$ cat config.mk
export PLATFORM = sky130hd
export DESIGN_NAME = eth_header_parser
export DESIGN_NICKNAME = d
export VERILOG_FILES = /design/src/rtl/eth_header_parser.sv
export SDC_FILE = /design/constraint.sdc
export NUM_CORES = 1
export LEC_CHECK = 0
export CELL_PAD_IN_SITES_DETAIL_PLACEMENT = 1
export CELL_PAD_IN_SITES_GLOBAL_PLACEMENT = 1
export CORE_ASPECT_RATIO = 1.25
export CORE_UTILIZATION = 35
export DETAILED_ROUTE_END_ITERATION = 7
export PLACE_DENSITY_LB_ADDON = 0.1
export SYNTH_ARGS = -nofsm -noshare
export SYNTH_HDL_FRONTEND = slang
export SYNTH_SLANG_ARGS = --single-unit
$ cat constraint.sdc
create_clock -name mac_gmii_rx_clk -period 4.8 [get_ports mac_gmii_rx_clk]
set_input_delay 1.44 -clock mac_gmii_rx_clk [delete_from_list [all_inputs] [get_ports mac_gmii_rx_clk]]
set_output_delay 1.44 -clock mac_gmii_rx_clk [all_outputs]
set_load 0.03 [all_outputs]
$ cat src/rtl/eth_header_parser.sv
// GMII receive-side Ethernet header parser: captures DA/SA/EtherType (plus one
// optional 802.1Q tag), classifies the destination and emits a one-cycle verdict.
module eth_header_parser #(
  parameter int                    VLAN_EN   = 1,
  parameter int                    PROMISC   = 0,
  parameter int                    MCAST_EN  = 1,
  parameter int                    TYPE_NUM  = 3,
  parameter logic [TYPE_NUM*16-1:0] TYPE_LIST = {16'h86DD, 16'h0800, 16'h0806}
) (
  input  logic                mac_gmii_rx_clk,
  input  logic                mac_gmii_rx_rstn,
  input  logic [7:0]          mac_gmii_rxd,
  input  logic                mac_gmii_rx_dv,
  input  logic                mac_gmii_rx_er,
  input  logic                preamble_sfd_valid,
  input  logic [47:0]         local_mac,
  output logic [47:0]         hdr_dst_mac,
  output logic [47:0]         hdr_src_mac,
  output logic [15:0]         hdr_eth_type,
  output logic                hdr_vlan_present,
  output logic [15:0]         hdr_vlan_tci,
  output logic [TYPE_NUM-1:0] hdr_type_hit,
  output logic [1:0]          hdr_dst_class,
  output logic                hdr_valid,
  output logic                hdr_drop,
  output logic                hdr_err
);

  typedef enum logic [2:0] {
    IDLE    = 3'd0,
    DST     = 3'd1,
    SRC     = 3'd2,
    TYPE    = 3'd3,
    TCI     = 3'd4,
    ITYPE   = 3'd5,
    PAYLOAD = 3'd6
  } state_t;

  state_t              state_q, state_d;
  logic [4:0]          cnt_q, cnt_d;
  logic [47:0]         dst_q, dst_d;
  logic [47:0]         src_q, src_d;
  logic [15:0]         type_q, type_d;
  logic [15:0]         tci_q, tci_d;
  logic [47:0]         hdr_dst_mac_q, hdr_dst_mac_d;
  logic [47:0]         hdr_src_mac_q, hdr_src_mac_d;
  logic [15:0]         hdr_eth_type_q, hdr_eth_type_d;
  logic                hdr_vlan_present_q, hdr_vlan_present_d;
  logic [15:0]         hdr_vlan_tci_q, hdr_vlan_tci_d;
  logic [TYPE_NUM-1:0] hdr_type_hit_q, hdr_type_hit_d;
  logic [1:0]          hdr_dst_class_q, hdr_dst_class_d;
  logic                hdr_valid_q, hdr_valid_d;
  logic                hdr_drop_q, hdr_drop_d;
  logic                hdr_err_q, hdr_err_d;

  logic                data_valid_s;
  logic                in_hdr_s;
  logic                emit_s;
  logic                bcast_s;
  logic                accept_s;
  logic [15:0]         final_type_s;
  logic [TYPE_NUM-1:0] hit_s;
  logic [1:0]          class_s;

  // Destination/type classification, evaluated against the byte being captured
  always_comb begin
    data_valid_s = mac_gmii_rx_dv & ~mac_gmii_rx_er;
    in_hdr_s     = (state_q == DST) || (state_q == SRC) || (state_q == TYPE) ||
                   (state_q == TCI) || (state_q == ITYPE);
    final_type_s = {type_q[7:0], mac_gmii_rxd};
    bcast_s      = (dst_q == {48{1'b1}});
    accept_s     = (PROMISC != 0) || (dst_q == local_mac) || bcast_s ||
                   ((MCAST_EN != 0) && dst_q[40]);
    if (bcast_s) begin
      class_s = 2'd1;
    end else if (dst_q[40]) begin
      class_s = 2'd2;
    end else begin
      class_s = 2'd0;
    end
    hit_s = {TYPE_NUM{1'b0}};
    for (int i = 0; i < TYPE_NUM; i++) begin
      hit_s[i] = (final_type_s == TYPE_LIST[16*i +: 16]);
    end
  end

  // Next-state, byte capture and verdict generation
  always_comb begin
    state_d            = state_q;
    cnt_d              = cnt_q;
    dst_d              = dst_q;
    src_d              = src_q;
    type_d             = type_q;
    tci_d              = tci_q;
    hdr_dst_mac_d      = hdr_dst_mac_q;
    hdr_src_mac_d      = hdr_src_mac_q;
    hdr_eth_type_d     = hdr_eth_type_q;
    hdr_vlan_present_d = hdr_vlan_present_q;
    hdr_vlan_tci_d     = hdr_vlan_tci_q;
    hdr_type_hit_d     = hdr_type_hit_q;
    hdr_dst_class_d    = hdr_dst_class_q;
    hdr_valid_d        = 1'b0;
    hdr_drop_d         = 1'b0;
    hdr_err_d          = 1'b0;
    emit_s             = 1'b0;

    // A broken header with dv still high is skipped as payload until dv falls
    if (in_hdr_s && !data_valid_s) begin
      hdr_err_d = 1'b1;
      cnt_d     = 5'd0;
      state_d   = mac_gmii_rx_dv ? PAYLOAD : IDLE;
    end else begin
      case (state_q)
        IDLE: begin
          if (data_valid_s && preamble_sfd_valid) begin
            dst_d   = {dst_q[39:0], mac_gmii_rxd};
            cnt_d   = 5'd1;
            state_d = DST;
          end else begin
            state_d = IDLE;
          end
        end
        DST: begin
          dst_d   = {dst_q[39:0], mac_gmii_rxd};
          cnt_d   = cnt_q + 5'd1;
          state_d = (cnt_q == 5'd5) ? SRC : DST;
        end
        SRC: begin
          src_d   = {src_q[39:0], mac_gmii_rxd};
          cnt_d   = cnt_q + 5'd1;
          state_d = (cnt_q == 5'd11) ? TYPE : SRC;
        end
        TYPE: begin
          type_d = final_type_s;
          cnt_d  = cnt_q + 5'd1;
          if (cnt_q != 5'd13) begin
            state_d = TYPE;
          end else if ((VLAN_EN != 0) && (final_type_s == 16'h8100)) begin
            state_d = TCI;
          end else begin
            emit_s  = 1'b1;
            state_d = PAYLOAD;
          end
        end
        TCI: begin
          tci_d   = {tci_q[7:0], mac_gmii_rxd};
          cnt_d   = cnt_q + 5'd1;
          state_d = (cnt_q == 5'd15) ? ITYPE : TCI;
        end
        ITYPE: begin
          type_d = final_type_s;
          cnt_d  = cnt_q + 5'd1;
          if (cnt_q == 5'd17) begin
            emit_s  = 1'b1;
            state_d = PAYLOAD;
          end else begin
            state_d = ITYPE;
          end
        end
        PAYLOAD: begin
          cnt_d   = 5'd0;
          state_d = mac_gmii_rx_dv ? PAYLOAD : IDLE;
        end
        default: begin
          cnt_d   = 5'd0;
          state_d = IDLE;
        end
      endcase
    end

    if (emit_s) begin
      hdr_dst_mac_d      = dst_q;
      hdr_src_mac_d      = src_q;
      hdr_eth_type_d     = final_type_s;
      hdr_vlan_present_d = (state_q == ITYPE);
      hdr_vlan_tci_d     = (state_q == ITYPE) ? tci_q : 16'h0000;
      hdr_type_hit_d     = hit_s;
      hdr_dst_class_d    = class_s;
      hdr_valid_d        = accept_s && (hit_s != {TYPE_NUM{1'b0}});
      hdr_drop_d         = !(accept_s && (hit_s != {TYPE_NUM{1'b0}}));
    end else begin
      hdr_valid_d = 1'b0;
      hdr_drop_d  = 1'b0;
    end
  end

  // State and output registers with synchronous active-low reset
  always_ff @(posedge mac_gmii_rx_clk) begin
    if (!mac_gmii_rx_rstn) begin
      state_q            <= IDLE;
      cnt_q              <= 5'd0;
      dst_q              <= 48'h0;
      src_q              <= 48'h0;
      type_q             <= 16'h0;
      tci_q              <= 16'h0;
      hdr_dst_mac_q      <= 48'h0;
      hdr_src_mac_q      <= 48'h0;
      hdr_eth_type_q     <= 16'h0;
      hdr_vlan_present_q <= 1'b0;
      hdr_vlan_tci_q     <= 16'h0;
      hdr_type_hit_q     <= {TYPE_NUM{1'b0}};
      hdr_dst_class_q    <= 2'd0;
      hdr_valid_q        <= 1'b0;
      hdr_drop_q         <= 1'b0;
      hdr_err_q          <= 1'b0;
    end else begin
      state_q            <= state_d;
      cnt_q              <= cnt_d;
      dst_q              <= dst_d;
      src_q              <= src_d;
      type_q             <= type_d;
      tci_q              <= tci_d;
      hdr_dst_mac_q      <= hdr_dst_mac_d;
      hdr_src_mac_q      <= hdr_src_mac_d;
      hdr_eth_type_q     <= hdr_eth_type_d;
      hdr_vlan_present_q <= hdr_vlan_present_d;
      hdr_vlan_tci_q     <= hdr_vlan_tci_d;
      hdr_type_hit_q     <= hdr_type_hit_d;
      hdr_dst_class_q    <= hdr_dst_class_d;
      hdr_valid_q        <= hdr_valid_d;
      hdr_drop_q         <= hdr_drop_d;
      hdr_err_q          <= hdr_err_d;
    end
  end

  assign hdr_dst_mac      = hdr_dst_mac_q;
  assign hdr_src_mac      = hdr_src_mac_q;
  assign hdr_eth_type     = hdr_eth_type_q;
  assign hdr_vlan_present = hdr_vlan_present_q;
  assign hdr_vlan_tci     = hdr_vlan_tci_q;
  assign hdr_type_hit     = hdr_type_hit_q;
  assign hdr_dst_class    = hdr_dst_class_q;
  assign hdr_valid        = hdr_valid_q;
  assign hdr_drop         = hdr_drop_q;
  assign hdr_err          = hdr_err_q;

endmodule

## Yosys cells after proc, flatten, opt, wreduce, memory -nomap -nowiden

Cells that the tools add are included.

- Flip-flop bits (word level): 265
- Bits of input ports: 61
- Output and inout bits: 137
- Word-level logic and storage cells: 84

- Add/subtract/negate cells: 1
- Equal/unequal tests: 18
- Mux-type cells: 23
- Bitwise operators: 4
- Reduce and logical (&&, ||, !) cells: 22

Operator list:

| operator | count |
|---|---|
| $pmux W48 S2 | 1 |
| $eq A48 B48 Y1 | 1 |
| $eq A48 B48 Y1 const B | 1 |
| $mux W48 | 1 |
| $eq A16 B12 Y1 const B | 2 |
| $eq A16 B16 Y1 const B | 2 |
| $pmux W3 S7 | 1 |
| $mux W16 | 1 |
| $eq A5 B4 Y1 const B | 2 |
| $mux W2 | 5 |
| $pmux W5 S2 | 1 |
| $eq A3 B3 Y1 const B | 3 |
| $mux W3 | 3 |
| $mux W1 | 8 |
| $reduce_and A2 Y1 | 4 |
| $eq A3 B2 Y1 const B | 2 |
| $logic_or A1 B1 Y1 | 6 |
| $add A5 B1 Y5 const B | 1 |
| $eq A5 B3 Y1 const B | 1 |
| $eq A5 B5 Y1 const B | 1 |
| $mux W5 | 1 |
| $ne A5 B4 Y1 const B | 1 |
| $reduce_or A5 Y1 | 1 |
| $reduce_or A2 Y1 | 2 |
| 11 further kinds | 16 |

## Logic depth before layout (Yosys ltp)

Gate-level depths: netlist of run 1.

- Word-level depth: 8
- Depth in mapped cells: 9
- Depth with buffers taken out: 7

## Worst setup path after synthesis of run 1

OpenSTA, ideal clock, no wires.

- Path type: input -> register
- From: input port mac_gmii_rxd[1]
- To: register hdr_vlan_tci_q[10] (netlist: hdr_vlan_tci[10])
- Library setup time: 0.132 ns
- Arrival time: 2.769 ns
- Data required time: 4.668 ns
- Setup slack: 1.899 ns
- Cell stages on the path: 8
- Path buffers: 3
- Path through: buf_2 -> nor4b_4 -> nand4b_1 -> o21a_1 -> buf_4 -> buf_6 -> o211ai_1 -> a21oi_1

- Longest elaborated chain between the ends: 5

Ends and longest elaborated chain:

| what | line | text |
|---|---|---|
| start: declaration | 12 | `input logic [7:0] mac_gmii_rxd,` |
| $eq A16 B16 Y1 | 138 | `end else if ((VLAN_EN != 0) && (final_type_s == 16'h8100)) begin` |
| $mux W1 | 138 |  |
| $mux W1 | 136 | `if (cnt_q != 5'd13) begin` |
| $pmux W1 S2 | 113 | `case (state_q)` |
| $mux W1 | 108 | `if (in_hdr_s && !data_valid_s) begin` |
| end signal: assignment | 217 | `hdr_vlan_tci_q <= hdr_vlan_tci_d;` |
| end: declaration | 49 | `logic [15:0] hdr_vlan_tci_q, hdr_vlan_tci_d;` |

No other way between the ends.
A chain may end at the register's enable or synchronous reset.

## Worst setup path in the final report of run 1

- From: input port mac_gmii_rx_er
- To: register hdr_dst_mac_q[4] (netlist: hdr_dst_mac[4])

- Longest elaborated chain between the ends: 5

Ends and longest elaborated chain:

| what | line | text |
|---|---|---|
| start: declaration | 14 | `input logic mac_gmii_rx_er,` |
| $not A1 Y1 | 67 | `data_valid_s = mac_gmii_rx_dv & ~mac_gmii_rx_er;` |
| $and A1 B1 Y1 | 67 |  |
| $logic_not A1 Y1 | 108 |  |
| $logic_and A1 B1 Y1 | 108 |  |
| $mux W1 | 108 |  |
| end signal: assignment | 213 | `hdr_dst_mac_q <= hdr_dst_mac_d;` |
| end: declaration | 45 | `logic [47:0] hdr_dst_mac_q, hdr_dst_mac_d;` |

No other way between the ends.

==> run summary, run 1 <==
Path type of the worst min-delay path -> register to register
Hold Path Depth -> 2
Synth Flop Type -> dfxtp_1
DRT iter0 DRCs -> 687
Share of layout cells above drive strength 1 -> 0.05209
Setup_tns -> 0 ps
Post-route worst setup slack -> 1385 ps
TritonCTS Buffers -> 29
Tot Pwr -> 0.004634 W
Cell breakdown of the critical path -> clkdlybuf4s50_1 > nand2b_1 > nand3_2 > and2b_4 > buf_4 > o21ai_1 > a21oi_1
Post-CTS setup buffer count -> 0
Vias/cell -> 5.373
Post-synth EDFFs -> 0
Drt drc -> 0
Hold endpoint -> tci_q[8]
Crit path DAT -> 3870 ps
Core outline area -> 30120 um2
Delay-heaviest family, CP -> simple AND/OR/NAND/NOR gates
R2R setup slack -> 1500 ps
Worst slack, placed -> 893.7 ps
Routability cong. -> 0.8604
Resized cells post-CTS -> 0
Clock Sink Count -> 265
Worst-path clk slew -> 60 ps
DP HPWL -> 23590 um
Worst setup SP type -> input port
Die height -> 197.6 um
Syn Inst Count -> 1310
Required time of the critical path -> 5260 ps
FF-to-FF Start -> state_q[2]
Num rows -> 71
Reg2reg path depth -> 6
Final Skew -> 13.96 ps
Nets -> 1507
Drt total wl -> 36390 um
Vias in the first global route -> 9983
Netlist cell types -> 46
Critical path type -> input port to register
Leakage -> 4.287 nW
Diodes inserted -> 0
Status -> completed
HP Start -> tci_q[8]
CTS H-tree depth -> 1
Yosys reg bits -> 265
Worst vdd ir -> 0.2388 mV
Most common cell after layout, fill and taps aside -> dfxtp_1
Worst skew pair latency -> 540 ps
DIE AREA -> 31310 um2
Slowest-stage cell, CP -> and2b_4
Worst Max-Slew Pin Slew -> 1021 ps
Final slew viol count -> 0
Initial antenna violation count -> 0
CTS tree -> built
Synth-to-Final Area Change -> 28.58%
RSZ-0062 raised after global routing -> no
Port Buf Inserts -> 197
Vias -> 9993
Post-synthesis area per instance -> 8.177 um2
R2R Path End -> hdr_dst_mac[4]
CP Buf/Inv Count -> 2
Pwr per Cell Area -> 336.5 nW/um2
Max frequency -> 292.8 MHz
DRT Pass-1 Iters -> 5
Max_cap viols -> 0
Final global-route overflow total -> 0
First-pass GRT wire length -> 56950 um
Min cycle time layout -> 3415 ps
Fin crit share -> 0.7115
Starting density of the core -> 0.3557
Synthesized area -> 10710 um2
Largest net degree at the start of global routing -> 105
CTS root buf -> clkbuf_16
Synthesized net count -> 1373
CTS Hold Bufs -> 0
Worst-path maximum fanout -> 61
I/O Pins -> 198
Setup-failing EPs final -> 0
Number of routed nets with antenna violations -> 0
Deepest clock path buffer count -> 3
Crit path largest cell delay -> 720 ps
GRT Total Usage -> 0.2319
Most frequent cells in the layout -> dfxtp_1, a21oi_1, nand2_1
Register area share after synthesis -> 0.4953
WL per Instance -> 19.56 um
Synth Warn # -> 0
Post-synth ARST share -> 0
Rel. slew slack -> 0.3196
Hold Vio Cnt, Final -> 0
Critical Path End Type -> register
Die Wd -> 158.5 um
[layout make-up]
type / instances / area, um2
inverters: 3 / 18.77
fillers: 3561 / 16340
flip-flops and latches: 265 / 5305
clock inverters: 4 / 47.55
multi-input cells: 924 / 4851
repair buffers: 221 / 2215
well taps: 401 / 501.7
clock buffers: 42 / 834.6
[state kept, by name, indices dropped and copies added, names as in the netlist, 2 cells and up]
signal	flops
type_q	8
dst_q	48
cnt_q	5
hdr_dst_class	2
hdr_src_mac	48
hdr_vlan_tci	16
hdr_eth_type	16
tci_q	16
state_q	3
hdr_dst_mac	48
src_q	48
hdr_type_hit	3
[metrics by stage]
step / hold WS [ps] / area, um2 / util / std cells
3_5_place_dp: 448.4 / 12890 / 0.4281 / 1814
4_1_cts: 459.1 / 13770 / 0.4574 / 1860
6_report: 456.2 / 13770 / 0.4574 / 1860
3_3_place_gp: 442.2 / 12890 / 0.4281 / 1814
5_1_grt: 479.8 / 13770 / 0.4574 / 1860
2_1_floorplan: 434.9 / 10710 / - / 1310
[tightest hold or removal path, delay by kind of cell, from the launching register on]
kind               cells  cell delay (ps)
AOI/OAI and AO/OA      1               50
DFF                    1              310
and+or+nand+nor        1               50
[worst max-delay path by stage]
stage | startpoint | to | slack (ps) | depth (start not counted)
after floorplan | mac_gmii_rxd[1] | hdr_vlan_tci[10] | 1900 | 8
after global placement | mac_gmii_rx_er | hdr_dst_mac[7] | 980 | 7
after detailed placement | mac_gmii_rx_er | hdr_dst_mac[4] | 890 | 7
after CTS | mac_gmii_rx_er | hdr_dst_mac[4] | 1410 | 7
after global routing | state_q[2] | hdr_dst_mac[13] | 1210 | 6
final | mac_gmii_rx_er | hdr_dst_mac[4] | 1380 | 7
[report_power, final]
group	leakage, nW	internal, W	total (W)	switching (W)
Clock	0.431	0.00124	0.00211	0.000871
Sequential	2.13	0.00222	0.00225	0.0000361
Combinational	1.72	0.000103	0.000272	0.000169
Total	4.29	0.00356	0.00463	0.00108
[Yosys cell counts, types with 5 or more instances]
master | count | share of area
dfxtp_1 | 265 | 0.50
a21oi_1 | 247 | 0.12
nand2_1 | 233 | 0.082
nand3_1 | 137 | 0.064
o21ai_1 | 113 | 0.053
clkbuf_1 | 54 | 0.019
xnor2_1 | 49 | 0.040
buf_2 | 32 | 0.015
nand4_1 | 29 | 0.017
buf_4 | 23 | 0.016
nor2_1 | 17 | 0.0060
o211ai_1 | 17 | 0.012
mux2i_1 | 9 | 0.0084
nor4_1 | 8 | 0.0047
buf_1 | 7 | 0.0025
nand2b_1 | 5 | 0.0029
xor2_1 | 5 | 0.0041
[layer usage]
layer | track usage | wire (um) | vias up | part of all wire
li1 | - | - | 4839 | -
met1 | 0.3041 | 16500 | 4891 | 0.45
met2 | 0.3944 | 17460 | 218 | 0.48
met3 | 0.03269 | 1720 | 45 | 0.047
met4 | 0.06197 | 708 | 0 | 0.019
met5 | 0 | 0 | - | 0
[cell families (layout without fill, tap and decap cells)]
kind of cell,count (synthesis),after routing,share of synthesized area
simple gates,460,460,0.1994
compound gates,399,399,0.1948
flops,265,265,0.4953
buf+inv,121,270,0.05560
xor+xnor,54,54,0.04415
mux,9,9,0.008411
fa+ha+maj,2,2,0.002336
No activity file was read; power rests on OpenSTA's default activity.
==> run 2: changes to the inputs <==
- clock period: 4.8 -> 2.9 ns (I/O delays scaled with it)
==> run summary, run 2 (synthesis results as in run 1) <==
Max_cap viols -> 0 (unchanged)
Final cell count without fillers -> 1903 (+2.3%)
DP Area -> 13410 um2 (+4.1%)
First-pass GRT wire length -> 57410 um (+0.81%)
CTS root buf -> clkbuf_16
Dpl cells -> 1852 (+2.1%)
Min Hold Slack -> 454.8 ps (-1.317 ps)
Diodes inserted -> 0 (unchanged)
Delay-heaviest family, CP -> buffers and inverters
CP Buf/Inv Count -> 1 (-1)
Crit path DAT -> 1640 ps (-2230 ps)
Worst vdd ir -> 0.3675 mV (+54%)
Synth-to-Final Area Change -> 34.14%
Initial antenna violation count -> 0 (unchanged)
GRT Total Usage -> 0.2325 (+0.0005853)
Die height -> 197.6 um (unchanged)
Vias -> 10.11k (+1.2%)
FILL cells -> 3502 (-1.7%)
Final slew viol count -> 0 (unchanged)
WL per Instance -> 19.12 um (-2.3%)
Clock Sink Count -> 265 (unchanged)
Worst-path clk slew -> 70 ps (about the same)
Final global-route overflow total -> 0 (unchanged)
Pwr per Cell Area -> 553.1 nW/um2 (+64%)
Rel. slew slack -> 0.6211 (+0.3015)
Core outline area -> 30120 um2 (unchanged)
Worst Max-Slew Pin Slew -> 567.5 ps (-453.0 ps)
RSZ-0062 raised after global routing -> no
Worst-path maximum fanout -> 2 (-97%)
Critical path type -> register to output port
Port Buf Inserts -> 197 (unchanged)
CTS tree -> built
Design area -> 14370 um2 (+4.3%)
Worst setup SP type -> register
Vias in the first global route -> 10.36k (+3.7%)
Cell breakdown of the critical path -> clkdlybuf4s50_1
Number of routed nets with antenna violations -> 0 (unchanged)
Critical Path End Type -> output port
Status -> completed
Largest net degree at the start of global routing -> 56 (-47%)
DRT iter0 DRCs -> 574 (-16%)
Max frequency -> 397.7 MHz
Crit path largest cell delay -> 700 ps (-20 ps)
Worst skew pair latency -> 540 ps (about the same)
Resized cells post-CTS -> 0 (unchanged)
Vias/cell -> 5.313 (-1.1%)
TritonCTS Buffers -> 28 (-3.4%)
Die Wd -> 158.5 um (unchanged)
Drt drc -> 0 (unchanged)
I/O Pins -> 198 (unchanged)
CTS H-tree depth -> 1 (unchanged)
Path type of the worst min-delay path -> register to register
Routability cong. -> 0.8636 (+0.37%)
DRT Pass-1 Iters -> 4 (-1)
Nets -> 1544 (+2.5%)
Min cycle time layout -> 2515 ps
Required time of the critical path -> 2030 ps (-3230 ps)
Post-CTS setup buffer count -> 0 (unchanged)
Post-route worst setup slack -> 385.3 ps (-999.6 ps)
Deepest clock path buffer count -> 3 (unchanged)
Slowest-stage cell, CP -> clkdlybuf4s50_1
Tot Pwr -> 0.007947 W (+71%)
DP HPWL -> 24620 um (+4.4%)
Num rows -> 71 (unchanged)
Final Skew -> 14.10 ps (+0.1404 ps)
Drt total wl -> 36390 um (unchanged)
Fin crit share -> 0.8671
Hold Vio Cnt, Final -> 0 (unchanged)
Most frequent cells in the layout -> dfxtp_1, a21oi_1, nand2_1
Setup-failing EPs final -> 0 (unchanged)
CTS Hold Bufs -> 0 (unchanged)
Most common cell after layout, fill and taps aside -> dfxtp_1
Worst slack, placed -> -63.03 ps (-956.7 ps)
Starting density of the core -> 0.3557 (unchanged)
Share of layout cells above drive strength 1 -> 0.08056 (+0.02847)
DIE AREA -> 31310 um2 (unchanged)
Leakage -> 4.600 nW (+7.3%)
==> run 2: cell count changes in the layout (fill, tap and decap cells not counted) <==
cell,before,now
buf_12,5,24
buf_4,19,38
bufinv_16,1,4
clkbuf_1,7,5
clkbuf_16,29,28
clkbuf_8,6,3
clkinv_2,2,7
clkinv_8,0,1
clkinvlp_4,1,3
==> run 2: stage by stage <==
stage                     setup TNS (ps)  utilization
after floorplan                        0            -
final                                  0       0.4771
after global routing                   0       0.4771
after detailed placement          -837.2       0.4454
after CTS                              0       0.4771
after global placement            -33.50       0.4454
==> run 2: final timing paths <==
| path | from | end | slack (ps) | cells after the start |
|---|---|---|---|---|
| min | src_q[42] | src_q[42] | 450 | 2 |
| max | hdr_src_mac[10] | hdr_src_mac[10] | 390 | 1 |
| max reg2reg | cnt_q[0] | hdr_src_mac[17] | 650 | 8 |
| min reg2reg | src_q[42] | src_q[42] | 450 | 2 |
==> run 2: layout make-up <==
type,count,area (um2),share of cell area
repair buffers,259,2738,0.1905
well taps,401,501.7,0.03492
multi-input cells,924,4851,0.3376
inverters,3,18.77,0.001306
flip-flops and latches,265,5305,0.3692
clock buffers,36,760.7,0.05294
clock inverters,15,193.9,0.01350
==> run 2: routing by layer <==
| metal | track usage | part of all wire | vias up | wire length, um |
|---|---|---|---|---|
| met5 | 0 | 0 | - | 0 |
| met4 | 0.06553 | 0.024 | 0 | 879 |
| met3 | 0.03225 | 0.052 | 50 | 1893 |
| met2 | 0.4025 | 0.49 | 242 | 17740 |
| met1 | 0.2978 | 0.44 | 4924 | 15870 |
| li1 | - | - | 4894 | - |
==> run 2: where the power goes <==
part	switching, W	internal, W
sequential	0.0000574	0.00367
combinational	0.000291	0.000219
clock	0.00150	0.00221
total	0.00185	0.00610
==> run 2: worst reg2reg max path: stages, from the launching register on <==
cell      delay (ps)
dfxtp_1          430
ha_1             230
nand4b_1         190
nor4_2           260
buf_4            170
o21a_4           250
buf_4            370
o21ai_1          130
a21oi_1          170
==> run 3: changes to the inputs <==
- MAX_ROUTING_LAYER: unset -> met4
- SKIP_LAST_GASP: unset -> 1
==> run summary, run 3 (synthesis results as in run 1) <==
Status -> completed
Die height -> 197.6 um (unchanged)
DP HPWL -> 24620 um (unchanged)
Number of routed nets with antenna violations -> 0 (unchanged)
Max frequency -> 394.9 MHz (-0.71%)
Routability cong. -> 0.8798 (+1.9%)
GRT Total Usage -> 0.2394 (+0.006900)
DIE AREA -> 31310 um2 (unchanged)
WL per Instance -> 19.15 um (+0.18%)
Worst-path maximum fanout -> 2 (unchanged)
Fin crit share -> 0.8733 (+0.006167)
Crit path DAT -> 1660 ps (+20 ps)
CTS H-tree depth -> 1 (unchanged)
Final global-route overflow total -> 0 (unchanged)
Drt total wl -> 36450 um (+0.18%)
Num rows -> 71 (unchanged)
Pwr per Cell Area -> 553.4 nW/um2 (about the same)
DRT Pass-1 Iters -> 4 (unchanged)
Share of layout cells above drive strength 1 -> 0.08056 (unchanged)
Final slew viol count -> 0 (unchanged)
Cell breakdown of the critical path -> clkdlybuf4s50_1
Slowest-stage cell, CP -> clkdlybuf4s50_1
Leakage -> 4.600 nW (unchanged)
Final Skew -> 17.14 ps (+3.035 ps)
Design area -> 14370 um2 (unchanged)
Crit path largest cell delay -> 700 ps (about the same)
Drt drc -> 0 (unchanged)
Worst vdd ir -> 0.3688 mV (+0.35%)
Vias in the first global route -> 10.34k (-0.14%)
RSZ-0062 raised after global routing -> no
Max_cap viols -> 0 (unchanged)
Post-CTS setup buffer count -> 0 (unchanged)
Critical Path End Type -> output port
Worst setup SP type -> register
Die Wd -> 158.5 um (unchanged)
Port Buf Inserts -> 197 (unchanged)
Vias -> 10.14k (+0.34%)
Critical path type -> register to output port
Worst skew pair latency -> 540 ps (about the same)
Post-Route M1 WL -> 16180 um (+2.0%)
WL met3 -> 1542 um (-19%)
Nets -> 1544 (unchanged)
Core outline area -> 30120 um2 (unchanged)
CTS Hold Bufs -> 0 (unchanged)
DRT iter0 DRCs -> 575 (+0.17%)
Required time of the critical path -> 2030 ps (about the same)
Worst Max-Slew Pin Slew -> 605.6 ps (+38.06 ps)
Rel. slew slack -> 0.5957 (-0.02541)
First-pass GRT wire length -> 57440 um (about the same)
CTS tree -> built
Deepest clock path buffer count -> 3 (unchanged)
CTS root buf -> clkbuf_16
Vias/cell -> 5.331 (+0.34%)
Starting density of the core -> 0.3557 (unchanged)
Most common cell after layout, fill and taps aside -> dfxtp_1
Tot Pwr -> 0.007952 W (about the same)
Min cycle time layout -> 2533 ps (+17.88 ps)
FILL cells -> 3502 (unchanged)
Delay-heaviest family, CP -> buffers and inverters
Setup-failing EPs final -> 0 (unchanged)
Met2 routed WL -> 17850 um (+0.62%)
Initial antenna violation count -> 0 (unchanged)
CP Buf/Inv Count -> 1 (unchanged)
Hold Vio Cnt, Final -> 0 (unchanged)
Top layer in use -> met4
DP Area -> 13410 um2 (unchanged)
Resized cells post-CTS -> 0 (unchanged)
TritonCTS Buffers -> 28 (unchanged)
I/O Pins -> 198 (unchanged)
Largest net degree at the start of global routing -> 56 (unchanged)
Synth-to-Final Area Change -> 34.14% (unchanged)
Worst-path clk slew -> 70 ps (about the same)
Most frequent cells in the layout -> dfxtp_1, a21oi_1, nand2_1
Clock Sink Count -> 265 (unchanged)
Diodes inserted -> 0 (unchanged)
Path type of the worst min-delay path -> register to register
run 3: cell counts in the layout (fill, tap and decap cells not counted):
Identical to the previous run, type by type.
run 3: per-stage QoR:
step	util	hold WS, ps	setup WS, ps	TNS, ps	std cells
after floorplan	-	434.9	568.6	0	1310
after global placement	0.4454	441.0	-22.61	-33.50	1852
after detailed placement	0.4454	448.2	-63.03	-837.2	1852
after CTS	0.4771	457.6	350.9	0	1903
after global routing	0.4771	470.5	311.7	0	1903
final	0.4771	455.4	367.5	0	1903
run 3: per-layer routing:
metal,track usage,up-vias
met1,0.2981,4966
met4,0.06553,0
met2,0.4038,229
met5,-,-
li1,-,4897
met3,0.03050,52
run 3: path summary, 6_finish.rpt:
path	startpoint	to	slack (ps)	cells after the start
worst min register to register	src_q[42]	src_q[42]	460	2
worst min-delay path	src_q[42]	src_q[42]	460	2
worst max register to register	cnt_q[0]	hdr_src_mac[17]	650	8
worst max-delay path	hdr_src_mac[4]	hdr_src_mac[4]	370	1
run 3: area by class of cell:
cell class                 instances  area, um2  share of cell area
timing repair buffer             259       2738              0.1905
sequential                       265       5305              0.3692
clock buffer                      36      760.7             0.05294
clock inverter                    15      193.9             0.01350
tap                              401      501.7             0.03492
multi-input combinational        924       4851              0.3376
inverter                           3      18.77            0.001306
run 3: power by group:
part           switching (W)  total [W]  internal, W
clock                0.00151    0.00372      0.00221
combinational       0.000291   0.000510     0.000219
sequential         0.0000578    0.00372      0.00367
run 3: worst register-to-register path: stages (launching register included):
cell	delay (ps)
dfxtp_1	430
ha_1	230
nand4b_1	190
nor4_2	260
buf_4	170
o21a_4	240
buf_4	370
o21ai_1	130
a21oi_1	170
